### config.mk
export PLATFORM = sky130hd
export DESIGN_NAME = hamming_2d_decoder
export DESIGN_NICKNAME = d
export VERILOG_FILES = /design/src/rtl/hamming_2d_decoder.sv
export SDC_FILE = /design/constraint.sdc
export NUM_CORES = 1
export LEC_CHECK = 0
export BUFFER_PORTS_ARGS = -buffer_cell sky130_fd_sc_hd__buf_4
export CELL_PAD_IN_SITES_DETAIL_PLACEMENT = 0
export CELL_PAD_IN_SITES_GLOBAL_PLACEMENT = 1
export CORE_MARGIN = 2
export CORE_UTILIZATION = 30
export DETAILED_ROUTE_END_ITERATION = 16
export PLACE_DENSITY_LB_ADDON = 0.05
export SLEW_MARGIN = 20
export SYNTH_ARGS = -nofsm -noshare
export SYNTH_HDL_FRONTEND = slang
export SYNTH_SLANG_ARGS = --single-unit
### constraint.sdc
create_clock -name clk -period 4.9 [get_ports clk]
set_clock_uncertainty 0.2 [all_clocks]
set_input_delay 0.735 -clock clk [delete_from_list [all_inputs] [get_ports clk]]
set_output_delay 0.735 -clock clk [all_outputs]
set_load 0.05 [all_outputs]
### src/rtl/hamming_2d_decoder.sv
// Decodes four Hamming(15,11) column codewords into a 4x4 row-bit block, one column per cycle.
// Capture to out_valid in 5 cycles; the result is held until out_ready, and in_ready stays low until then.
module hamming_2d_decoder (
  input  logic        clk,
  input  logic        rst,
  input  logic        in_valid,
  output logic        in_ready,
  input  logic [59:0] encoded_in,
  output logic        out_valid,
  input  logic        out_ready,
  output logic [15:0] row_bits,
  output logic [3:0]  corr_mask,
  output logic [3:0]  pad_err,
  output logic [15:0] corr_count
);

  typedef enum logic [1:0] {IDLE, DECODE, HOLD} state_t;

  // Codeword bits holding d0..d6 (positions 3,5,6,7,9,10,11).
  localparam logic [14:0] PAD_MASK = 15'h0774;

  state_t      state_q, state_d;
  logic [59:0] word_q, word_d;
  logic [1:0]  col_q, col_d;
  logic [15:0] row_bits_q, row_bits_d;
  logic [3:0]  corr_mask_q, corr_mask_d;
  logic [3:0]  pad_err_q, pad_err_d;
  logic [15:0] corr_count_q, corr_count_d;

  logic [14:0] col_word;
  logic [3:0]  syndrome;
  logic [14:0] flip;
  logic [3:0]  col_data;
  logic        pad_nz;
  logic [2:0]  fix_count;
  logic [16:0] count_sum;

  always_comb begin
    case (col_q)
      2'd0:    col_word = word_q[14:0];
      2'd1:    col_word = word_q[29:15];
      2'd2:    col_word = word_q[44:30];
      default: col_word = word_q[59:45];
    endcase
  end

  always_comb begin
    syndrome = '0;
    for (int k = 0; k < 15; k++) begin
      if (col_word[k]) syndrome = syndrome ^ 4'(k + 1);
    end
    flip     = (syndrome != 4'd0) ? (15'd1 << (syndrome - 4'd1)) : 15'd0;
    col_data = col_word[14:11] ^ flip[14:11];
    pad_nz   = |((col_word ^ flip) & PAD_MASK);
  end

  always_comb begin
    state_d      = state_q;
    word_d       = word_q;
    col_d        = col_q;
    row_bits_d   = row_bits_q;
    corr_mask_d  = corr_mask_q;
    pad_err_d    = pad_err_q;
    corr_count_d = corr_count_q;
    fix_count    = '0;
    count_sum    = '0;
    case (state_q)
      IDLE: begin
        if (in_valid) begin
          word_d      = encoded_in;
          col_d       = 2'd0;
          row_bits_d  = '0;
          corr_mask_d = '0;
          pad_err_d   = '0;
          state_d     = DECODE;
        end
      end
      DECODE: begin
        for (int r = 0; r < 4; r++) begin
          row_bits_d[{2'(r), col_q}] = col_data[r];
        end
        corr_mask_d[col_q] = (syndrome != 4'd0);
        pad_err_d[col_q]   = pad_nz;
        col_d              = col_q + 2'd1;
        if (col_q == 2'd3) begin
          for (int i = 0; i < 4; i++) begin
            fix_count = fix_count + {2'b00, corr_mask_d[i]};
          end
          count_sum    = {1'b0, corr_count_q} + {14'd0, fix_count};
          corr_count_d = count_sum[16] ? 16'hFFFF : count_sum[15:0];
          state_d      = HOLD;
        end
      end
      HOLD: begin
        if (out_ready) state_d = IDLE;
      end
      default: state_d = IDLE;
    endcase
  end

  always_ff @(posedge clk) begin
    if (rst) begin
      state_q      <= IDLE;
      word_q       <= '0;
      col_q        <= '0;
      row_bits_q   <= '0;
      corr_mask_q  <= '0;
      pad_err_q    <= '0;
      corr_count_q <= '0;
    end else begin
      state_q      <= state_d;
      word_q       <= word_d;
      col_q        <= col_d;
      row_bits_q   <= row_bits_d;
      corr_mask_q  <= corr_mask_d;
      pad_err_q    <= pad_err_d;
      corr_count_q <= corr_count_d;
    end
  end

  assign in_ready   = (state_q == IDLE);
  assign out_valid  = (state_q == HOLD);
  assign row_bits   = row_bits_q;
  assign corr_mask  = corr_mask_q;
  assign pad_err    = pad_err_q;
  assign corr_count = corr_count_q;

endmodule

==> qor.yml, run 1 <==
global_routing:
  antenna_found_initial: 0
  grt_first_pass_wirelength_um: 23800
  grt_overflow: 0
  grt_max_degree: 103
  first_global_vias: 4576
  grt_use_total_pct: 16.8
final_layout:
  multi_input_area_sq_um: 2920
  stdcell_count: 967
  final_core_util_pct: 41.6
  seq_area_sq_um: 2090
  antenna_cells: 0
  area_growth_syn_to_layout_pct: 36.2
  layout.nets: 815
  fillerInstances: 1715
  drive_gt1_share_pct: 30.1
placed_design:
  place_ws_ns: -0.357
  gp_congestion: 0.856
  dp_hpwl_um: 10700
  portBuffers: 105
  dp.cells: 946
route:
  dr.pass1.iters: 7
  wirelength_um: 14700
  vias: 4677
  avgRoutedWirePerCell_um: 15.2
  drt-initial-drc-count: 300
  ant_nets: 0
  via_per_inst: 4.84
  drc_errors: 0
power:
  pwr-share-clk_pct: 30.0
  p_total_mw: 2.37
  p_sw_uw: 804
  switching_share_pct: 33.9
  p_seq_share_pct: 38.4
  p_comb_share_pct: 31.6
  intPower_mw: 1.57
  vdd.ir_drop.worst_v: 0.000190
  powerDensity_nw_per_um2: 347
  power_leakage_nw: 2.72
setup_path:
  critPathLaunchType: "register"
  cp-end-kind: "register"
  reg2reg_depth: 22
  worst_ep_required_time_ns: 4.99
  critPathMaxFanout: 8
  cp.arrival_ns: 4.95
  critical_path_class: "reg2reg"
floorplan:
  chipWidth_um: 133
  start_util_pct: 30.5
  num_rows: 47
  core_area_sq_um: 16500
  dieArea_sq_um: 17800
  ios: 106
  fp.dieH_um: 133
synthesis:
  synth_top_family_by_area: "simple AND/OR/NAND/NOR gates"
  synth_top_area_share_pct: 41.4
  synth_simple_gate_area_share_pct: 20.9
  synth_fp_nets: 687
  yosys_most_used_dff: "dfxtp_1"
  synthArstFlopShare_pct: 0
  synth-xor-area-share_pct: 10.1
  synth-seq-area-share_pct: 41.4
  synth-adder-area-share_pct: 2.69
  synth.most_common_cell: "nand2_1"
  synth_largest_area_cell: "dfxtp_1"
  yosys-top-cells-area: "dfxtp_1 (41%), nand2_1 (11%), a21oi_1 (8.8%)"
  yosys_register_bits: 104
  synth_compound_area_share_pct: 19.2
  synthMuxAreaShare_pct: 1.24
  ys_warn_count: 0
  syn_avg_cell_area_sq_um: 8.19
  synth_cell_types: 52
  syn_inst: 614
  synth-edff-count: 0
  synth_area_sq_um: 5030
  ys_top_cells_by_count: "nand2_1 (143), dfxtp_1 (104), a21oi_1 (88), nor2_1 (53), clkbuf_1 (28)"
timing:
  hold_violations: 0
  setup_ws_ns: 0.0428
  slew_violations: 0
  fmax_mhz: 206
  worstMarginPinSlew_ns: 0.700
  finalSetupTns_ns: 0
  setup_viol: 0
  min_period_ns: 4.86
  relSlewSlack_pct: 53.3
  rsz0062_at_grt: "true"
  fin_crit_sh_pct: 99.1
worst_hold_path:
  hp-class: "reg2reg"
  hold_path_depth: 2
clocking:
  ctsHoldBuffers: 0
  clk_pin_slew_ns: 0.08
  cts_tree: "done"
  clock_path_buffers: 2
  clock-sinks: 104
  htree_num_levels: 3
  cts-root-buf: "clkbuf_16"
  clkLatencyLatePin_ns: 0.36
  numCtsBuffers: 9
status:
  outcome: "completed"
run:
  maxCapViolations: 0
[critical path: stages, from the launching register on]
cell and delay [ns]:
dfxtp_4 0.38, inv_4 0.05, ha_4 0.19, buf_4 0.14, a222oi_1 0.46, buf_4 0.24
xor2_4 0.17, a21oi_4 0.10, xnor2_4 0.14, buf_12 0.15, xnor2_4 0.14, nor4_4 0.31
nand2_1 0.10, o21ai_2 0.07, fa_1 0.43, fa_2 0.35, inv_2 0.08, fa_2 0.20
nand2_1 0.06, nor2_2 0.14, nand2_2 0.12, or3_4 0.42, a21oi_1 0.14
[flip-flops by register name (all words and copies together) (netlist names)]
name / count
state_q: 2
corr_count: 16
pad_err: 4
col_q: 2
word_q: 60
corr_mask: 4
row_bits: 16
[kinds of logic (layout without fill, tap and decap cells)]
kind of cell | count (synthesis) | in the layout
flops | 104 | 104
simple gates | 243 | 244
xor+xnor | 47 | 47
fa+ha+maj | 9 | 9
compound gates | 154 | 154
mux | 5 | 5
buf+inv | 52 | 184
[path summary, 6_finish.rpt]
check                                endpoint        from  slack (ns)
worst min-delay path               word_q[44]  word_q[44]        0.26
worst max register to register  corr_count[8]    col_q[1]        0.04
worst min register to register     word_q[44]  word_q[44]        0.26
worst max-delay path            corr_count[8]    col_q[1]        0.04
[power groups by stage]
stage | logic, mW | clock network, mW | registers (mW)
finish | 0.749 | 0.712 | 0.911
global route | 0.818 | 0.763 | 0.915
CTS | 0.744 | 0.735 | 0.912
detailed placement | 0.723 | 0 | 0.931
global placement | 0.709 | 0 | 0.931
floorplan | 0.484 | 0 | 0.942
[area by class of cell]
class	count	share of cell area [%]
tap	220	4.02
clock buffer	9	3.29
inverter	10	0.585
clock inverter	7	0.932
multi-input combinational	459	42.6
timing repair buffer	158	18.1
sequential	104	30.5
[layer usage]
layer	global-route usage [%]	vias up	share of wire, %
met5	0	-	0
met2	25.9	102	45
met3	3.27	16	3.9
met1	23.6	2182	50
met4	5.56	0	1.3
li1	-	2377	-
[metrics by stage]
step	hold slack [ns]	area, sq um
final	0.258	6850
after global routing	0.275	6850
after CTS	0.262	6730
after detailed placement	0.252	6340
after global placement	0.251	6330
after floorplan	0.236	5080
[what timing repair did]
action,CTS,global route
setup buffers,1,3
resized for setup,16,19
pin swaps,7,12
gates cloned,1,0
setup endpoints to repair,15,16
[layout by cell type, fill, tap and decap left out, types with 12 or more instances in the layout]
cell type,n
buf_4,153
nand2_1,140
dfxtp_1,102
a21oi_1,82
nor2_1,48
xnor2_1,21
xor2_1,17
a22oi_1,17
a222oi_1,15
o21ai_0,12
Note: power is estimated with default switching activity, not from simulation.
==> inputs of run 2 (changes only) <==
BUFFER_PORTS_ARGS = unset   (was -buffer_cell sky130_fd_sc_hd__buf_4)
DONT_BUFFER_PORTS = 1   (was unset)
==> run 2 against run 1 <==
Effect of this change:
- the flow now finishes with violations (negative setup slack)
- first-iteration DRC count shrank 18%
- clock power grew 5.8%
- die area is the same
- critical path depth shrank 1
- register-to-register slack lost 0.09 ns
- non-clock buffer count shrank 86
- via count shrank 6.2%
- fmax shrank 1.8%
- sequential share of layout area grew 2.9 points
- total power grew 0.61%
- worst hold slack lost 0.021 ns
- count of clock-buffer cells in the layout grew 2
==> qor.yml, run 2 (synthesized netlist as in run 1, its figures left out) <==
route:
  dr.pass1.iters: 5  # -2
  ant_nets: 0  # unchanged
  avgRoutedWirePerCell_um: 16.8  # +11%
  vias: 4387  # -6.2%
  via_per_inst: 4.98  # +3.0%
  drc_errors: 0  # unchanged
  drt-initial-drc-count: 247  # -18%
  wirelength_um: 14800  # +0.78%
final_layout:
  layout.nets: 729  # -11%
  final_cell_mix: "nand2_1 (139), dfxtp_1 (102), a21oi_1 (75)"
  top_register: "word_q"
  antenna_cells: 0  # unchanged
  largest_reg_flops: 60  # unchanged
  area_growth_syn_to_layout_pct: 24.2
  layout_commonest_cell: "nand2_1"
  final_core_util_pct: 37.9  # -3.7 points
  drive_gt1_share_pct: 23.3  # -6.8 points
timing:
  hold_violations: 0  # unchanged
  slew_violations: 0  # unchanged
  relSlewSlack_pct: 33.2  # -20 points
  setup_ws_ns: -0.0448  # -0.0876 ns
  min_period_ns: 4.94  # +0.0876 ns
  hold_ws_ns: 0.237  # -0.0209 ns
  setup_viol: 12  # +12
  finalSetupTns_ns: -0.285  # -0.285 ns
  fmax_mhz: 202  # -1.8%
  rsz0062_at_grt: "true"
  worstMarginPinSlew_ns: 1.00  # +0.300 ns
  fin_crit_sh_pct: 101  # +1.8 points
placed_design:
  portBuffers: 0  # -100%
  dp_hpwl_um: 10500  # -1.9%
  gp_congestion: 0.835  # -2.4%
clocking:
  clock-sinks: 104  # unchanged
  clkLatencyLatePin_ns: 0.36  # about the same
  clock_path_buffers: 2  # unchanged
  clk_pin_slew_ns: 0.07  # about the same
  cts-root-buf: "clkbuf_16"
  htree_num_levels: 3  # unchanged
  ctsHoldBuffers: 0  # unchanged
  numCtsBuffers: 9  # unchanged
  cts_tree: "done"
worst_hold_path:
  hp-class: "in2reg"
setup_path:
  cpMaxStageDelayCell: "fa_1"
  cp-end-kind: "register"
  cp_num_buf_inv: 4  # -1
  cp.arrival_ns: 5.03  # +0.08 ns
  critical_path_class: "reg2reg"
  critPathMaxFanout: 7  # -1
  worst_ep_required_time_ns: 4.99  # about the same
  crit_family: "adder cells"
  path_cells: "buf_6 -> ha_4 -> buf_6 -> a222oi_1 -> buf_4 -> xnor2_2 -> o21ai_2 -> xnor2_2 -> xnor3_2 -> nor4_4 -> nand2_1 -> o21ai_2 -> fa_1 -> fa_2 -> inv_2 -> fa_2 -> nand2_2 -> nor2_4 -> nand2_4 -> or3_4 -> a21oi_2"
  critPathLaunchType: "register"
  critical_path.max_stage_delay_ns: 0.46  # about the same
global_routing:
  grt_max_degree: 103  # unchanged
  first_global_vias: 4207  # -8.1%
  grt_use_total_pct: 16.6  # -0.22 points
  grt_first_pass_wirelength_um: 22900  # -3.5%
  antenna_found_initial: 0  # unchanged
  grt_overflow: 0  # unchanged
status:
  outcome: "finished with violations"
  violations: "negative setup slack"
power:
  power_leakage_nw: 2.31  # -15%
  p_seq_share_pct: 39.2  # +0.8 points
  p_sw_uw: 768  # -4.5%
  switching_share_pct: 32.2  # -1.7 points
  powerDensity_nw_per_um2: 382  # +10%
  vdd.ir_drop.worst_v: 0.000186  # -1.8%
  pwr-share-clk_pct: 31.5  # +1.5 points
  p_comb_share_pct: 29.3  # -2.3 points
  intPower_mw: 1.62  # +3.2%
floorplan:
  fp.dieH_um: 133  # unchanged
  dieArea_sq_um: 17800  # unchanged
  start_util_pct: 30.5  # unchanged
  num_rows: 47  # unchanged
  core_area_sq_um: 16500  # unchanged
  chipWidth_um: 133  # unchanged
  ios: 106  # unchanged
run:
  maxCapViolations: 0  # unchanged
run 2: cell count changes in the layout (fill, tap and decap cells not counted), sizes merged:
| cell | delta |
|---|---|
| inv | -4 |
| clkinv | +1 |
| clkbuf | +2 |
| buf | -86 |
| bufinv | +1 |
run 2: power by group through the flow:
| stage | Clock, mW | Sequential (mW) | Combinational (mW) |
|---|---|---|---|
| finish | 0.753 | 0.936 | 0.699 |
| CTS | 0.780 | 0.936 | 0.682 |
| floorplan | 0 | 0.942 | 0.484 |
| global placement | 0 | 0.955 | 0.631 |
| global route | 0.814 | 0.940 | 0.765 |
| detailed placement | 0 | 0.955 | 0.645 |
run 2: routing by layer:
| layer | vias up | GRT usage (%) | wire [um] |
|---|---|---|---|
| met5 | - | 0 | 0 |
| met4 | 0 | 6.09 | 220 |
| met3 | 15 | 3.50 | 623 |
| met2 | 92 | 25.5 | 6580 |
| met1 | 2085 | 23.0 | 7350 |
| li1 | 2195 | - | - |
run 2: through the flow:
step                      setup WS, ns  instances  area [sq um]  power [mW]
final                          -0.0448        881          6240        2.39
after global routing            -0.335        881          6240        2.52
after CTS                     0.000816        873          6050        2.40
after detailed placement        -0.367        845          5560        1.60
after global placement          -0.193        845          5560        1.59
after floorplan               0.000213        614          5080        1.43
run 2: path summary, 6_finish.rpt:
path                   endpoint  slack [ns]  cells past startpoint        from
setup / recovery  corr_count[8]       -0.04                     21    col_q[1]
hold / removal         col_q[0]        0.24                      1         rst
setup reg to reg  corr_count[8]       -0.04                     21    col_q[1]
hold reg to reg      word_q[38]        0.26                      2  word_q[38]
run 2: layout make-up:
type | instances | area (sq um)
fillers | 1763 | 10200
multi-input cells | 459 | 2950
flip-flops and latches | 104 | 2090
repair buffers | 72 | 584
well taps | 220 | 275
clock buffers | 11 | 253
clock inverters | 5 | 55.1
inverters | 10 | 40.0
run 2: timing repair:
item | in CTS | in global routing
buffers inserted | 11 | 8
endpoints found under the setup margin | 14 | 16
pin swaps | 14 | 30
gates cloned | 1 | 0
gates resized for setup | 21 | 35
run 2: worst register-to-register path: stages (launching register included):
cell	delay [ns]
dfxtp_2	0.33
buf_6	0.12
ha_4	0.18
buf_6	0.12
a222oi_1	0.38
buf_4	0.20
xnor2_2	0.12
o21ai_2	0.10
xnor2_2	0.20
xnor3_2	0.41
nor4_4	0.36
nand2_1	0.11
o21ai_2	0.07
fa_1	0.46
fa_2	0.37
inv_2	0.07
fa_2	0.20
nand2_2	0.07
nor2_4	0.17
nand2_4	0.09
or3_4	0.41
a21oi_2	0.15
==> inputs of run 3 (changes only) <==
ABC_AREA = 1   (was unset)
==> run 3 against run 2 <==
Effect of this change:
- the run now ends clean
- setup slack gained 0.37 ns
- wire length grew 7.5%
- highest routed layer unchanged
- combinational power grew 8.2%
==> qor.yml, run 3 <==
status:
  outcome: "completed"
timing:
  fmax_mhz: 219  # +8.1%
  min_period_ns: 4.57  # -0.370 ns
  hold_ws_ns: 0.241  # +0.00401 ns
  fin_crit_sh_pct: 93.4  # -7.6 points
  rsz0062_at_grt: "true"
  slew_violations: 0  # unchanged
  setup_ws_ns: 0.325  # +0.370 ns
  worstMarginPinSlew_ns: 0.973  # -0.0268 ns
  hold_violations: 0  # unchanged
  relSlewSlack_pct: 34.9  # +1.7 points
  setup_viol: 0  # -12
synthesis:
  synth-edff-count: 0  # unchanged
  syn_avg_cell_area_sq_um: 6.52  # -20%
  synth_largest_area_cell: "dfxtp_1"
  synth_area_sq_um: 5370  # +6.8%
  synth-seq-area-share_pct: 38.8  # -2.6 points
  syn_inst: 823  # +34%
  yosys-top-cells-area: "dfxtp_1 (39%), nand2_1 (17%), nor2_1 (13%)"
  ys_top_cells_by_count: "nand2_1 (240), nor2_1 (180), dfxtp_1 (104), o21ai_0 (67), inv_1 (42)"
  ys_warn_count: 0  # unchanged
  synthArstFlopShare_pct: 0  # unchanged
  synth_top_area_share_pct: 38.8  # -2.6 points
  synth.most_common_cell: "nand2_1"
  synth_cell_types: 34  # -35%
  synth_fp_nets: 896  # +30%
  yosys_most_used_dff: "dfxtp_1"
  yosys_register_bits: 104  # unchanged
setup_path:
  reg2reg_depth: 29  # +38%
  critPathMaxFanout: 15  # +8
  reg2reg_from: "col_q[1]"
  cp.arrival_ns: 4.66  # -0.37 ns
  critical_path.max_stage_delay_ns: 0.53  # +0.07 ns
  cpMaxStageDelayCell: "fa_1"
  cpMostUsedCell: "nand2_1"
  critical_path_class: "reg2reg"
  cp-end-kind: "register"
  worst_ep_required_time_ns: 4.98  # about the same
  r2r_slack_ns: 0.33  # +0.37 ns
  worst_r2r_endpoint: "corr_count[6]"
  critPathLaunchType: "register"
floorplan:
  dieArea_sq_um: 19000  # +6.6%
  fp.dieH_um: 138  # +3.2%
  num_rows: 48  # +2.1%
  ios: 106  # unchanged
  core_area_sq_um: 17400  # +5.8%
  start_util_pct: 30.8  # +0.29 points
  chipWidth_um: 138  # +3.2%
route:
  dr.pass1.iters: 4  # -1
  avgRoutedWirePerCell_um: 14.7  # -12%
  via_per_inst: 4.67  # -6.1%
  drc_errors: 0  # unchanged
  wirelength_um: 15900  # +7.5%
  drt-initial-drc-count: 220  # -11%
  vias: 5058  # +15%
  ant_nets: 0  # unchanged
final_layout:
  final_cell_mix: "nand2_1 (225), nor2_1 (161), dfxtp_1 (102)"
  area_growth_syn_to_layout_pct: 20.3
  antenna_cells: 0  # unchanged
  postLayoutCellArea_sq_um: 6460  # +3.4%
  largest_reg_flops: 60  # unchanged
  top_register: "word_q"
  drive_gt1_share_pct: 18.0  # -5.3 points
  fillerInstances: 1902  # +7.9%
  layout_commonest_cell: "nand2_1"
  layout.nets: 925  # +27%
global_routing:
  grt_max_degree: 67  # -35%
  grt_use_total_pct: 17.3  # +0.69 points
  antenna_found_initial: 0  # unchanged
  grt_overflow: 0  # unchanged
  first_global_vias: 4750  # +13%
  grt_first_pass_wirelength_um: 24800  # +8.2%
clocking:
  clkLatencyLatePin_ns: 0.35  # about the same
  clock_path_buffers: 2  # unchanged
  clk_pin_slew_ns: 0.08  # about the same
  cts-root-buf: "clkbuf_16"
  numCtsBuffers: 9  # unchanged
  clock-sinks: 104  # unchanged
  cts_tree: "done"
  htree_num_levels: 3  # unchanged
  ctsHoldBuffers: 0  # unchanged
placed_design:
  dp_hpwl_um: 12100  # +16%
  portBuffers: 0  # unchanged
  place_ws_ns: -0.0402  # +0.327 ns
  placed_cell_area_sq_um: 5880  # +5.7%
  gp_congestion: 0.822  # -1.5%
worst_hold_path:
  min_to: "corr_mask[3]"
  hold_path_depth: 1  # unchanged
  hp-class: "in2reg"
  worstHoldStart: "rst"
power:
  power_leakage_nw: 2.77  # +20%
  powerDensity_nw_per_um2: 381  # -0.49%
  vdd.ir_drop.worst_v: 0.000170  # -8.5%
run:
  maxCapViolations: 0  # unchanged
==> run 3: area by class of cell <==
class,instances,area (sq um),share of cell area (%)
clock inverters,7,77.6,1.20
repair inverters,1,7.51,0.116
inverters,50,193,2.98
well taps,225,282,4.36
repair buffers,51,440,6.82
clock buffers,9,225,3.49
multi-input cells,635,3150,48.7
flip-flops and latches,104,2090,32.3
==> run 3: power by group <==
part / switching [mW] / internal, mW / leakage [nW]
Sequential: 0.0548 / 0.896 / 0.854
Clock: 0.348 / 0.403 / 0.152
Combinational: 0.480 / 0.276 / 1.77
Total: 0.882 / 1.58 / 2.77
==> run 3: timing repair <==
| item | CTS | global route |
|---|---|---|
| resized for setup | 3 | 65 |
| endpoints found under the setup margin | 7 | 14 |
| setup buffers | 0 | 6 |
| gates cloned | 0 | 1 |
| pin swaps | 0 | 19 |
==> run 3: how the worst max path moves through the flow <==
| stage | from | endpoint | slack [ns] | cells past startpoint |
|---|---|---|---|---|
| after floorplan | col_q[0] | corr_count[9] | 0.60 | 29 |
| after global placement | col_q[0] | corr_count[6] | 0.1 | 29 |
| after detailed placement | col_q[0] | corr_count[14] | -0.04 | 29 |
| after CTS | col_q[0] | corr_count[14] | 0.001 | 31 |
| after global routing | col_q[1] | corr_count[14] | -0.04 | 30 |
| final | col_q[1] | corr_count[6] | 0.33 | 29 |
==> run 3: logic make-up after synthesis <==
kind of cell / after synthesis / share of synthesized area (%)
adders and majority gates: 9 / 2.52
xor gates and xnor gates: 16 / 3.03
DFF: 104 / 38.8
buffers and inverters: 84 / 6.46
AOI/OAI and AO/OA: 129 / 13.0
and+or+nand+nor: 481 / 36.2
==> run 3: worst max-delay path, delay by kind of cell (launching register included) <==
kind | cells | cell delay (ns)
buf+inv | 6 | 0.66
fa+ha+maj | 4 | 1.31
simple gates | 17 | 1.76
flops | 1 | 0.36
compound gates | 2 | 0.20
==> run 3: per-layer routing <==
| layer | vias to the layer above | wire length (um) | global-route usage [%] | share of wire [%] |
|---|---|---|---|---|
| met2 | 87 | 7130 | 26.2 | 45 |
| met5 | - | 0 | 0 | 0 |
| met1 | 2321 | 7890 | 24.7 | 50 |
| li1 | 2640 | - | - | - |
| met4 | 0 | 174 | 5.73 | 1.1 |
| met3 | 10 | 683 | 3.16 | 4.3 |
==> run 3: through the flow <==
step                total power [mW]  cells  util (%)  TNS (ns)
floorplan                       1.47    823         -         0
global placement                1.68   1059      33.8         0
detailed placement              1.68   1059      33.8   -0.0759
CTS                             2.45   1075      35.6         0
global route                    2.64   1082      37.1    -0.224
finish                          2.46   1082      37.1         0
